## src/rtl/edge_param_streamer.sv

```systemverilog
// Per-context edge parameter table driving a row of neighbor links; prefetches the next
// context into a shadow bank and swaps it in on the write-to-memory edge. Option: EDGE_PARAM_PARITY_EN.
module edge_param_streamer #(
    parameter int unsigned NUM_EDGES    = 8,
    parameter int unsigned MAX_WEIGHT   = 2,
    parameter int unsigned NUM_CONTEXTS = 2,
    parameter int unsigned STAGE_WIDTH  = 3,
    parameter logic [STAGE_WIDTH-1:0] STAGE_IDLE               = STAGE_WIDTH'(0),
    parameter logic [STAGE_WIDTH-1:0] STAGE_PARAMETERS_LOADING = STAGE_WIDTH'(1),
    parameter logic [STAGE_WIDTH-1:0] STAGE_WRITE_TO_MEM       = STAGE_WIDTH'(5),
    localparam int unsigned LBW = $clog2(MAX_WEIGHT + 1),
    localparam int unsigned CW  = (NUM_CONTEXTS > 1) ? $clog2(NUM_CONTEXTS) : 1
) (
    input  logic                     clk,
    input  logic                     reset,
    input  logic [STAGE_WIDTH-1:0]   global_stage,
    input  logic                     in_valid,
    output logic                     in_ready,
    input  logic [LBW+1:0]           in_data,
    input  logic                     in_last,
`ifdef EDGE_PARAM_PARITY_EN
    input  logic                     in_parity,
`endif
    output logic [NUM_EDGES*LBW-1:0] weight_out,
    output logic [NUM_EDGES*2-1:0]   boundary_condition_out,
    output logic                     do_not_store,
    output logic                     reset_edge,
    output logic [CW-1:0]            context_id,
    output logic                     load_done,
    output logic                     fetch_busy,
    output logic                     error
);
    localparam int unsigned DW    = LBW + 2;
    localparam int unsigned DEPTH = NUM_CONTEXTS * NUM_EDGES;
    localparam int unsigned AW    = (DEPTH > 1) ? $clog2(DEPTH) : 1;
    localparam int unsigned EW    = (NUM_EDGES > 1) ? $clog2(NUM_EDGES) : 1;
    localparam int unsigned LCW   = $clog2(NUM_CONTEXTS + 1);
    localparam int unsigned FCW   = $clog2(NUM_EDGES + 1);
`ifdef EDGE_PARAM_PARITY_EN
    localparam int unsigned MW    = DW + 1;
`else
    localparam int unsigned MW    = DW;
`endif

    typedef enum logic [1:0] {S_IDLE, S_LOAD, S_FETCH, S_READY} state_t;
    state_t state, state_n;

    logic [STAGE_WIDTH-1:0] stage_q, stage_qq;
    logic                   load_start, wtm;
    logic [EW-1:0]          wr_edge;
    logic [LCW-1:0]         wr_ctx, ctx_after, loaded_ctx;
    logic                   accept, word_ok, edge_wrap, partial, finish;
    logic [CW-1:0]          fetch_ctx, cid_next, fetch_after_swap, first_fetch;
    logic [FCW-1:0]         fetch_cnt;
    logic                   fetch_last, swap, fetch_clash, rd_par_bad;
    logic [AW-1:0]          wr_addr, rd_addr;
    logic [MW-1:0]          wr_word, rd_word;
    logic [MW-1:0]          mem [DEPTH];
    logic [DW-1:0]          out_reg [NUM_EDGES];
    logic [DW-1:0]          shadow  [NUM_EDGES];

`ifdef EDGE_PARAM_PARITY_EN
    assign word_ok    = ~(^{in_data, in_parity});
    assign wr_word    = {in_parity, in_data};
    assign rd_par_bad = ^rd_word;
`else
    assign word_ok    = 1'b1;
    assign wr_word    = in_data;
    assign rd_par_bad = 1'b0;
`endif

    function automatic logic [CW-1:0] wrap_ctx(input logic [CW-1:0] c, input logic [LCW-1:0] n);
        if (LCW'(c) + LCW'(1) >= n) return '0;
        else return c + CW'(1);
    endfunction

    assign load_start = (stage_q == STAGE_PARAMETERS_LOADING) && (stage_qq != STAGE_PARAMETERS_LOADING);
    assign wtm        = (stage_q == STAGE_WRITE_TO_MEM);
    assign in_ready   = (state == S_LOAD) && (stage_q == STAGE_PARAMETERS_LOADING) && !load_start
                        && (wr_ctx < LCW'(NUM_CONTEXTS));
    assign accept     = in_valid && in_ready;
    assign edge_wrap  = (wr_edge == EW'(NUM_EDGES - 1));
    assign ctx_after  = wr_ctx + LCW'(word_ok && edge_wrap);
    // A context is partial if the edge pointer would be non-zero after this word.
    assign partial    = word_ok ? !edge_wrap : (wr_edge != '0);
    assign finish     = accept && (in_last || (word_ok && edge_wrap && wr_ctx == LCW'(NUM_CONTEXTS - 1)));
    assign first_fetch = (ctx_after > LCW'(1)) ? CW'(1) : '0;
    assign cid_next         = wrap_ctx(context_id, loaded_ctx);
    assign fetch_after_swap = wrap_ctx(cid_next, loaded_ctx);
    assign fetch_last = (fetch_cnt == FCW'(NUM_EDGES));
    assign fetch_busy = (state == S_FETCH);
    assign wr_addr    = AW'(32'(wr_ctx) * NUM_EDGES + 32'(wr_edge));
    assign rd_addr    = (fetch_cnt < FCW'(NUM_EDGES)) ? AW'(32'(fetch_ctx) * NUM_EDGES + 32'(fetch_cnt)) : '0;

    always_ff @(posedge clk) begin
        if (reset) state <= S_IDLE;
        else       state <= state_n;
    end

    always_comb begin
        state_n     = state;
        swap        = 1'b0;
        fetch_clash = 1'b0;
        case (state)
            S_LOAD:  if (finish) state_n = (ctx_after == '0) ? S_IDLE : S_FETCH;
            S_FETCH: begin
                fetch_clash = wtm && !do_not_store;
                if (fetch_last) state_n = S_READY;
            end
            S_READY: if (wtm && !do_not_store) begin
                swap    = 1'b1;
                state_n = S_FETCH;
            end
            default: ;
        endcase
        if (load_start) state_n = S_LOAD;
    end

    always_ff @(posedge clk) begin
        if (accept && word_ok) mem[wr_addr] <= wr_word;
        rd_word <= mem[rd_addr];
    end

    always_ff @(posedge clk) begin
        if (reset) begin
            stage_q      <= STAGE_IDLE;
            stage_qq     <= STAGE_IDLE;
            reset_edge   <= 1'b0;
            wr_edge      <= '0;
            wr_ctx       <= '0;
            loaded_ctx   <= '0;
            load_done    <= 1'b0;
            do_not_store <= 1'b0;
            context_id   <= '0;
            fetch_ctx    <= '0;
            fetch_cnt    <= '0;
            error        <= 1'b0;
            for (int unsigned e = 0; e < NUM_EDGES; e++) begin
                out_reg[e] <= '0;
                shadow[e]  <= '0;
            end
        end else begin
            stage_q    <= global_stage;
            stage_qq   <= stage_q;
            reset_edge <= load_start;
            if (load_start) begin
                wr_edge      <= '0;
                wr_ctx       <= '0;
                loaded_ctx   <= '0;
                load_done    <= 1'b0;
                do_not_store <= 1'b0;
                context_id   <= '0;
                fetch_cnt    <= '0;
                for (int unsigned e = 0; e < NUM_EDGES; e++) out_reg[e] <= '0;
            end else begin
                case (state)
                    S_LOAD: if (accept) begin
                        if (word_ok) begin
                            wr_edge <= edge_wrap ? '0 : wr_edge + EW'(1);
                            if (edge_wrap) wr_ctx <= wr_ctx + LCW'(1);
                            if (wr_ctx == '0) out_reg[wr_edge] <= in_data;
                        end else begin
                            error <= 1'b1;
                        end
                        if (finish) begin
                            loaded_ctx <= ctx_after;
                            fetch_ctx  <= first_fetch;
                            fetch_cnt  <= '0;
                            if (ctx_after == '0) begin
                                error <= 1'b1;
                            end else begin
                                load_done    <= 1'b1;
                                do_not_store <= (ctx_after <= LCW'(1));
                                if (partial) error <= 1'b1;
                            end
                        end
                    end
                    S_FETCH: begin
                        // Read data trails the address by one cycle, hence the count to NUM_EDGES.
                        fetch_cnt <= fetch_cnt + FCW'(1);
                        if (fetch_cnt != '0) begin
                            shadow[EW'(fetch_cnt - FCW'(1))] <= rd_word[DW-1:0];
                            if (rd_par_bad) error <= 1'b1;
                        end
                        if (fetch_clash) error <= 1'b1;
                    end
                    S_READY: if (swap) begin
                        for (int unsigned e = 0; e < NUM_EDGES; e++) out_reg[e] <= shadow[e];
                        context_id <= cid_next;
                        fetch_ctx  <= fetch_after_swap;
                        fetch_cnt  <= '0;
                    end
                    default: ;
                endcase
            end
        end
    end

    always_comb begin
        weight_out             = '0;
        boundary_condition_out = '0;
        for (int unsigned e = 0; e < NUM_EDGES; e++) begin
            weight_out[e*LBW +: LBW]         = out_reg[e][DW-1:2];
            boundary_condition_out[e*2 +: 2] = out_reg[e][1:0];
        end
    end
endmodule

```

## config.mk

```make
export PLATFORM = sky130hd
export DESIGN_NAME = edge_param_streamer
export DESIGN_NICKNAME = d
export VERILOG_FILES = /design/src/rtl/edge_param_streamer.sv
export SDC_FILE = /design/constraint.sdc
export NUM_CORES = 1
export LEC_CHECK = 0
export BUFFER_PORTS_ARGS = -buffer_cell sky130_fd_sc_hd__buf_2
export CORE_ASPECT_RATIO = 0.5
export CORE_MARGIN = 4
export CORE_UTILIZATION = 30
export CTS_BUF_LIST = sky130_fd_sc_hd__clkbuf_8
export CTS_CLUSTER_DIAMETER = 60
export DETAILED_ROUTE_END_ITERATION = 6
export HOLD_SLACK_MARGIN = 0.03
export PLACE_DENSITY = 0.43
export SYNTH_ARGS = -nofsm -noshare
export SYNTH_HDL_FRONTEND = slang
export SYNTH_SLANG_ARGS = --single-unit
```

## constraint.sdc

```tcl
create_clock -name clk -period 3.4 [get_ports clk]
set_input_delay 0.68 -clock clk [delete_from_list [all_inputs] [get_ports clk]]
set_output_delay 0.68 -clock clk [all_outputs]
set_load 0.02 [all_outputs]
```

==> results of run 1 <==
kinds of logic after synthesis:
family	after synthesis	share of synthesized area [%]
mux	17	3.26
buf+inv	38	2.83
xor+xnor	3	0.381
compound gates	106	11.1
fa+ha+maj	14	2.54
simple gates	165	15.8
flops	157	64.1
layout by cell type (no fill, tap or decap), types with 9 or more instances in the layout:
master,count
clkbuf_8,17
nor3_1,9
ha_1,14
or2_2,10
dfxtp_1,29
buf_2,49
nor2_1,16
edfxtp_1,128
o21ai_0,12
and2_1,51
inv_1,17
mux2i_1,9
nand2b_1,11
nand2_1,21
a21oi_1,30
a22o_1,33
area by class of cell:
cell class,count,area [um^2]
clock buffer,17,234
clock inverter,15,159
fill,2194,14300
inverter,14,52.6
multi-input combinational,305,2290
sequential,157,4420
tap,300,375
timing repair buffer,56,298
report_power, final:
part,switching (mW),total (mW),internal [mW]
Clock,0.690,1.40,0.711
Sequential,0.0139,2.12,2.11
Combinational,0.0998,0.133,0.0336
Total,0.804,3.66,2.85
layer usage:
layer  up-vias  wire length [um]
met5         -                 0
met1      2037              7790
li1       1991                 -
met3        17               904
met4         0               213
met2        81              7230
stage by stage:
step | hold slack (ps) | cell area (um^2) | power [mW] | utilization, % | setup slack (ps)
final | 449 | 7830 | 3.66 | 35.3 | 838
after global routing | 433 | 7830 | 3.80 | 35.3 | 570
after CTS | 419 | 7830 | 3.70 | 35.3 | 840
after detailed placement | 454 | 7440 | 2.30 | 33.6 | 751
after global placement | 446 | 7440 | 2.30 | 33.6 | 791
after floorplan | 454 | 6900 | 2.24 | - | 918
worst max-delay path, delay by kind of cell (launching register included):
kind	cells	cell delay (ps)
compound gates	1	90
fa+ha+maj	1	270
buf+inv	1	340
flops	1	320
simple gates	4	1240
worst max-delay path by stage:
stage / cells after the start / slack [ps] / from / to
2_1_floorplan: 9 / 920 / fetch_cnt[0] / shadow[7][0]
3_3_place_gp: 4 / 790 / reset / out_reg[3][1]
3_5_place_dp: 4 / 750 / reset / out_reg[7][0]
4_1_cts: 7 / 840 / fetch_cnt[0] / shadow[7][1]
5_1_grt: 7 / 570 / fetch_cnt[0] / shadow[7][1]
6_report: 7 / 840 / fetch_cnt[0] / shadow[7][1]
==> metrics, run 1 <==
detailed-router iteration count before antenna repair=4; Critical Path Source Type=flip-flop; status=finished clean; vias per cell=~4.8; worst hold stages=2; vias in the first global route=between 4,000 and 5,000; WP data arrival=between 2000 and 3000 ps; top cells by area, synth=edfxtp_1, dfxtp_1, and2_1; I/O pins=50; H-tree levels=4; register-to-register setup slack=840 ps; WL final=16,100 um; met3 global-route usage=3.42%; postcts setup bufs=0; initial antenna violation count=0; kind of critical path=reg2reg; Hold Crit Class=in2reg; power per cell area=~470 nW/um^2; Yosys cell types=around 60; Clock Root Buffer=clkbuf_8; Worst VDD drop=between 150 and 200 uV; Max Slew Vio Count=0; Synth top area share=55.7%; post-synthesis average cell area=approximately 14 um^2; LEAKAGE=~2.7 nW; die height=between 100 and 150 um; Wirelength per Cell=~19 um; worst skew pair latency=450 ps; PortBufs=between 40 and 50; Setup TNS=0 ps; fmax=between 300 and 400 MHz; ordered list of cells on the worst path=inv_2, ha_1, and3b_1, a21oi_1, or3_1, nor3_1, or2_2; # resized after CTS=0; GRT Util Overall=between 10% and 20%; Core ar.=22,200 um^2; Hold Path Sink=stage_q[1]; die width=around 220 um; Yosys reg bits=~160; CTS tree=built; Clk pin slew, worst setup/hold paths=approximately 80 ps; Final Hold Viols=0; Worst Max-Slew Pin Slew=~600 ps; # rows=38; area leader, netlist=edfxtp_1; Worst R2R Path Depth=7; TritonCTS Buffers=17; RR Startpoint=fetch_cnt[0]; final worst clock skew=approximately 11 ps; # setup viols final=0; die area=25,700 um^2; Max-Cap Viols=0; RSZ-0062 raised after global routing=false; dpl cells=between 800 and 900; Finished Layout Cells=about 860; initial core utilization=between 30% and 40%; Data required, critical path=3560 ps; gr busiest metal=met2; RePlAce Congestion=between 0.7 and 0.8; global-route wire length before repair=25,400 um; FFs w/ async S/R, synth=0%; met2 Use GR=20.5%; reg2reg end=shadow[7][1]; gr ovfl total=0; post-cts hold buffer count=0; most instantiated cells after synthesis=edfxtp_1, and2_1, a22o_1; antenna viol nets, final=0; fin crit share=75.4%; Synth Cell Area=a little under 7000 um^2; min-delay src=global_stage[1]; slowest cell on the critical path=nor3_1; top-count cell post-synth=edfxtp_1; vias=roughly 4,100; P&R area growth vs syn=13.4%; antenna cells=0; sequential-to-total area share from yosys stat=64.1%; CTS Buffer Depth=2; worst stage delay on the critical path=roughly 420 ps; syn_nets=about 530; M1 GR Usage=a little under a fifth; max reg flops=64; # DRC=0; Ys Warns=0; top_reg_cell synth=edfxtp_1; HPWL after DPL=11,100 um; Post-Synthesis Cells=500; largest net degree at the start of global routing=33; Final min period=approximately 2600 ps; nets=about 580; Post-synth EDFFs=approximately 130; CTS sink count=roughly 160; Setup crit end kind=flip-flop; CP max FO=18; layout cell share with drive strength beyond 1=a little under a quarter; initial drt markers=between 200 and 250; Slew headroom=58.7%
Note: power is estimated with default switching activity, not from simulation.
==> run 2: changes to the inputs <==
==> constraint.sdc (replaced) <==
create_clock -name clk -period 2.45 [get_ports clk]
set_input_delay 0.49 -clock clk [delete_from_list [all_inputs] [get_ports clk]]
set_output_delay 0.49 -clock clk [all_outputs]
set_load 0.02 [all_outputs]
==> metrics, run 2 (synthesis results as in run 1) <==
status=finished clean; postcts setup bufs=0 (unchanged); detailed-router iteration count before antenna repair=4 (unchanged); antenna viol nets, final=0 (unchanged); Core ar.=22,200 um^2 (unchanged); Reg area=4420 um^2 (unchanged); # setup viols final=0 (unchanged); Final Hold Viols=0 (unchanged); Max Slew Vio Count=0 (unchanged); register-to-register setup slack=210 ps (-630 ps); die height=115 um (unchanged); worst hold stages=2 (unchanged); die width=223 um (unchanged); RePlAce Congestion=0.768 (+7.0%); Wirelength per Cell=17.9 um (-4.0%); gr ovfl total=0 (unchanged); Max-Cap Viols=0 (unchanged); TritonCTS Buffers=17 (unchanged); Clock Root Buffer=clkbuf_8; power per cell area=635 nW/um^2 (+36%); post-cts hold buffer count=0 (unchanged); Slew headroom=57.3% (-1.4 points); worst skew pair latency=460 ps (about the same); CP max FO=5 (-13); Hold Crit Class=in2reg; # resized after CTS=0 (unchanged); WP data arrival=2400 ps (-320 ps); slowest cell on the critical path=dfxtp_1; kind of critical path=reg2reg; vias per cell=4.65 (-2.6%); Worst VDD drop=257 uV (+32%); # rows=38 (unchanged); global-route wire length before repair=24,900 um (-1.7%); Final min period=2240 ps (-324 ps); P&R area growth vs syn=16.5%; ordered list of cells on the worst path=inv_1, ha_1, or2b_2, or3_4, nor3_4, nand2b_1; H-tree levels=4 (unchanged); Setup crit end kind=flip-flop; initial core utilization=31.2% (unchanged); Worst R2R Path Depth=6 (-1); worst stage delay on the critical path=370 ps (-50 ps); initial drt markers=367 (+62%); reg2reg end=out_reg[5][1]; Hold Path Sink=stage_q[0]; die area=25,700 um^2 (unchanged); Clk pin slew, worst setup/hold paths=90 ps (about the same); final hold slack=228 ps (-221 ps); Filler Cells Inserted=2,200 (+0.27%); multi-input logic area=2290 um^2 (unchanged); CTS sink count=157 (unchanged); WL final=16,000 um (-0.82%); antenna cells=0 (unchanged); max reg flops=64 (unchanged); # DRC=0 (unchanged); RSZ-0062 raised after global routing=false; most common cell after layout, fill and taps aside=edfxtp_1; fmax=447 MHz (+14%); HPWL after DPL=11,100 um (+0.12%); vias=4,155 (+0.70%); Worst Max-Slew Pin Slew=641 ps (+22.3 ps); PortBufs=49 (unchanged); Critical Path Source Type=flip-flop; RR Startpoint=wr_ctx[1]; Setup TNS=0 ps (unchanged); largest net degree at the start of global routing=34 (+3.0%); Data required, critical path=2610 ps (-950 ps); CTS tree=built; nets=605 (+5.0%); initial antenna violation count=0 (unchanged); layout cell share with drive strength beyond 1=26.5% (+3.6 points); LEAKAGE=2.90 nW (+5.5%); GRT Util Overall=13.0% (-0.12 points); final worst clock skew=12.0 ps (+0.908 ps); vias in the first global route=4,246 (-0.33%); commonest cells after routing, fill and taps aside=edfxtp_1, and2_1, buf_2, buf_4, a22o_1; fin crit share=91.4% (+16 points); CTS Buffer Depth=2 (unchanged); min-delay src=global_stage[0]; I/O pins=50 (unchanged)
[run 2: worst max-delay path, delay by kind of cell (launching register included)]
kind / cells / cell delay, ps
simple gates: 4 / 1220
flops: 1 / 370
fa+ha+maj: 1 / 230
buf+inv: 1 / 120
[run 2: worst max-delay path by stage]
stage	startpoint	to	cells past startpoint
finish	wr_ctx[1]	out_reg[5][1]	6
floorplan	fetch_cnt[0]	shadow[7][0]	9
global placement	context_id	fetch_ctx	9
detailed placement	context_id	fetch_ctx	9
CTS	context_id	fetch_ctx	9
global route	context_id	fetch_ctx	9
[run 2: through the flow]
stage | total power, mW | std cells | util (%) | setup WS [ps] | area (um^2)
floorplan | 3.11 | 500 | - | 100 | 6910
global placement | 3.21 | 861 | 34.5 | 222 | 7650
detailed placement | 3.21 | 861 | 34.5 | 214 | 7650
CTS | 5.18 | 893 | 36.3 | 172 | 8050
global route | 5.33 | 893 | 36.3 | 59.3 | 8050
finish | 5.11 | 893 | 36.3 | 212 | 8050
[run 2: layout make-up]
class	instances	area share (%)
Multi-Input combinational cell	305	28.4
Sequential cell	157	55.0
Tap cell	300	4.67
Timing Repair Buffer	85	6.41
Clock inverter	15	1.94
Inverter	14	0.653
Clock buffer	17	2.91
[run 2: where the power goes]
| group | switching, mW | leakage (nW) | internal (mW) |
|---|---|---|---|
| Combinational | 0.139 | 1.21 | 0.0590 |
| Clock | 0.984 | 0.204 | 0.987 |
| Sequential | 0.0183 | 1.48 | 2.92 |
[run 2: metal layers]
metal,part of all wire (%),vias up,GRT usage (%),routed length (um)
met5,0,-,0,0
met4,1.1,0,4.06,180
met1,50,2024,18.2,8030
li1,-,2059,-,-
met2,44,61,20.1,7070
met3,4.6,11,3.44,736
==> run 3: changes to the inputs <==
==> constraint.sdc (replaced) <==
create_clock -name clk -period 2.6 [get_ports clk]
set_input_delay 0.52 -clock clk [delete_from_list [all_inputs] [get_ports clk]]
set_output_delay 0.52 -clock clk [all_outputs]
set_load 0.02 [all_outputs]
==> metrics, run 3 (synthesis results as in run 1) <==
detailed-router iteration count before antenna repair=4 (unchanged); Final Hold Viols=0 (unchanged); Design Power=4.70 mW (-8.0%); initial antenna violation count=0 (unchanged); Worst R2R Path Depth=9 (+3); Reg area=4420 um^2 (unchanged); status=finished clean; Core ar.=22,200 um^2 (unchanged); initial drt markers=284 (-23%); Critical Path Source Type=flip-flop; Hold Crit Class=in2reg; final worst clock skew=17.0 ps (+5.09 ps); worst skew pair latency=450 ps (about the same); Worst VDD drop=344 uV (+34%); commonest cells after routing, fill and taps aside=edfxtp_1, and2_1, buf_2, a22o_1, a21oi_1; Placed Instance Area=7620 um^2 (-0.42%); multi-input logic area=2290 um^2 (unchanged); LEAKAGE=2.84 nW (-2.0%); most common cell after layout, fill and taps aside=edfxtp_1; die width=223 um (unchanged); # resized after CTS=0 (unchanged); WL final=16,200 um (+1.4%); global-route wire length before repair=25,500 um (+2.3%); # setup viols final=0 (unchanged); Wirelength per Cell=18.3 um (+2.1%); vias per cell=4.76 (+2.3%); Worst Max-Slew Pin Slew=635 ps (-5.78 ps); GRT Util Overall=13.3% (+0.30 points); initial core utilization=31.2% (unchanged); Hold Path Sink=stage_q[1]; Max Slew Vio Count=0 (unchanged); slowest cell on the critical path=dfxtp_1; PortBufs=49 (unchanged); vias=4,220 (+1.6%); kind of critical path=reg2reg; WP data arrival=2600 ps (+200 ps); gr ovfl total=0 (unchanged); Clk pin slew, worst setup/hold paths=90 ps (about the same); largest net degree at the start of global routing=34 (unchanged); antenna viol nets, final=0 (unchanged); H-tree levels=4 (unchanged); layout cell share with drive strength beyond 1=26.4% (-0.070 points); Max-Cap Viols=0 (unchanged); Clock Root Buffer=clkbuf_8; fin crit share=84.9% (-6.4 points); CTS tree=built; vias in the first global route=4,346 (+2.4%); nets=599 (-0.99%); CTS sink count=157 (unchanged); die area=25,700 um^2 (unchanged); Setup crit end kind=flip-flop; CP max FO=5 (unchanged); Slew headroom=57.7% (+0.39 points); register-to-register setup slack=390 ps (+180 ps); RR Startpoint=context_id; min-delay src=global_stage[1]; # DRC=0 (unchanged); max reg flops=64 (unchanged); # rows=38 (unchanged); antenna cells=0 (unchanged); RSZ-0062 raised after global routing=false; Design Area, Final=7990 um^2 (-0.64%); final hold slack=288 ps (+59.9 ps); final setup margin=392 ps (+180 ps); power per cell area=588 nW/um^2 (-7.5%); post-cts hold buffer count=0 (unchanged); postcts setup bufs=0 (unchanged); I/O pins=50 (unchanged); worst stage delay on the critical path=410 ps (+40 ps); HPWL after DPL=11,100 um (-0.11%); TritonCTS Buffers=17 (unchanged); Post-Place Setup Slack=332 ps (+118 ps); reg2reg end=fetch_ctx; ordered list of cells on the worst path=ha_1, nand2b_1, a211oi_1, ha_1, nand2b_1, a211o_1, o21ai_0, mux2i_1, nor2_1; RePlAce Congestion=0.739 (-3.7%); CTS Buffer Depth=2 (unchanged); Filler Cells Inserted=2,183 (-0.77%); P&R area growth vs syn=15.8%; Setup TNS=0 ps (unchanged); fmax=453 MHz (+1.4%); Final min period=2210 ps (-30.2 ps); worst hold stages=2 (unchanged); Data required, critical path=2990 ps (+380 ps); die height=115 um (unchanged)
run 3: cell types whose count changed in the layout (fill, tap and decap cells not counted), sizes merged:
cell / change
buf: -6
clkinvlp: +3
bufinv: -2
clkinv: -2
inv: +1
run 3: power breakdown:
part | total, mW | internal [mW] | leakage [nW] | switching [mW]
logic | 0.184 | 0.0506 | 1.19 | 0.133
registers | 2.77 | 2.76 | 1.48 | 0.0177
clock network | 1.74 | 0.768 | 0.173 | 0.976
run 3: area by class of cell:
| type | count | share of cell area (%) |
|---|---|---|
| sequential | 157 | 55.3 |
| multi-input combinational | 305 | 28.6 |
| timing repair buffer | 79 | 6.04 |
| tap | 300 | 4.70 |
| clock buffer | 17 | 2.93 |
| clock inverter | 15 | 1.72 |
| inverter | 14 | 0.657 |
run 3: worst max-delay path, delay by kind of cell, from the launching register on:
kind            cells  cell delay, ps
compound gates      3             740
fa+ha+maj           2             530
flops               1             410
mux                 1              90
simple gates        3             380
run 3: through the flow:
| step | cells | util [%] |
|---|---|---|
| 2_1_floorplan | 500 | - |
| 4_1_cts | 887 | 36.1 |
| 3_3_place_gp | 855 | 34.4 |
| 6_report | 887 | 36.1 |
| 5_1_grt | 887 | 36.1 |
| 3_5_place_dp | 855 | 34.4 |
run 3: routing by layer:
layer | up-vias | track usage (%) | part of all wire (%)
met5 | - | 0 | 0
met4 | 0 | 4.02 | 1.7
met3 | 20 | 3.62 | 3.9
met2 | 68 | 20.9 | 45
met1 | 2097 | 18.4 | 50
li1 | 2035 | - | -
run 3: how the worst max path moves through the flow:
stage                       startpoint             to
final                       context_id      fetch_ctx
after global routing        context_id      fetch_ctx
after CTS                   context_id      fetch_ctx
after detailed placement         reset  out_reg[4][2]
after global placement        in_valid      mem[3][1]
after floorplan           fetch_cnt[0]   shadow[7][0]
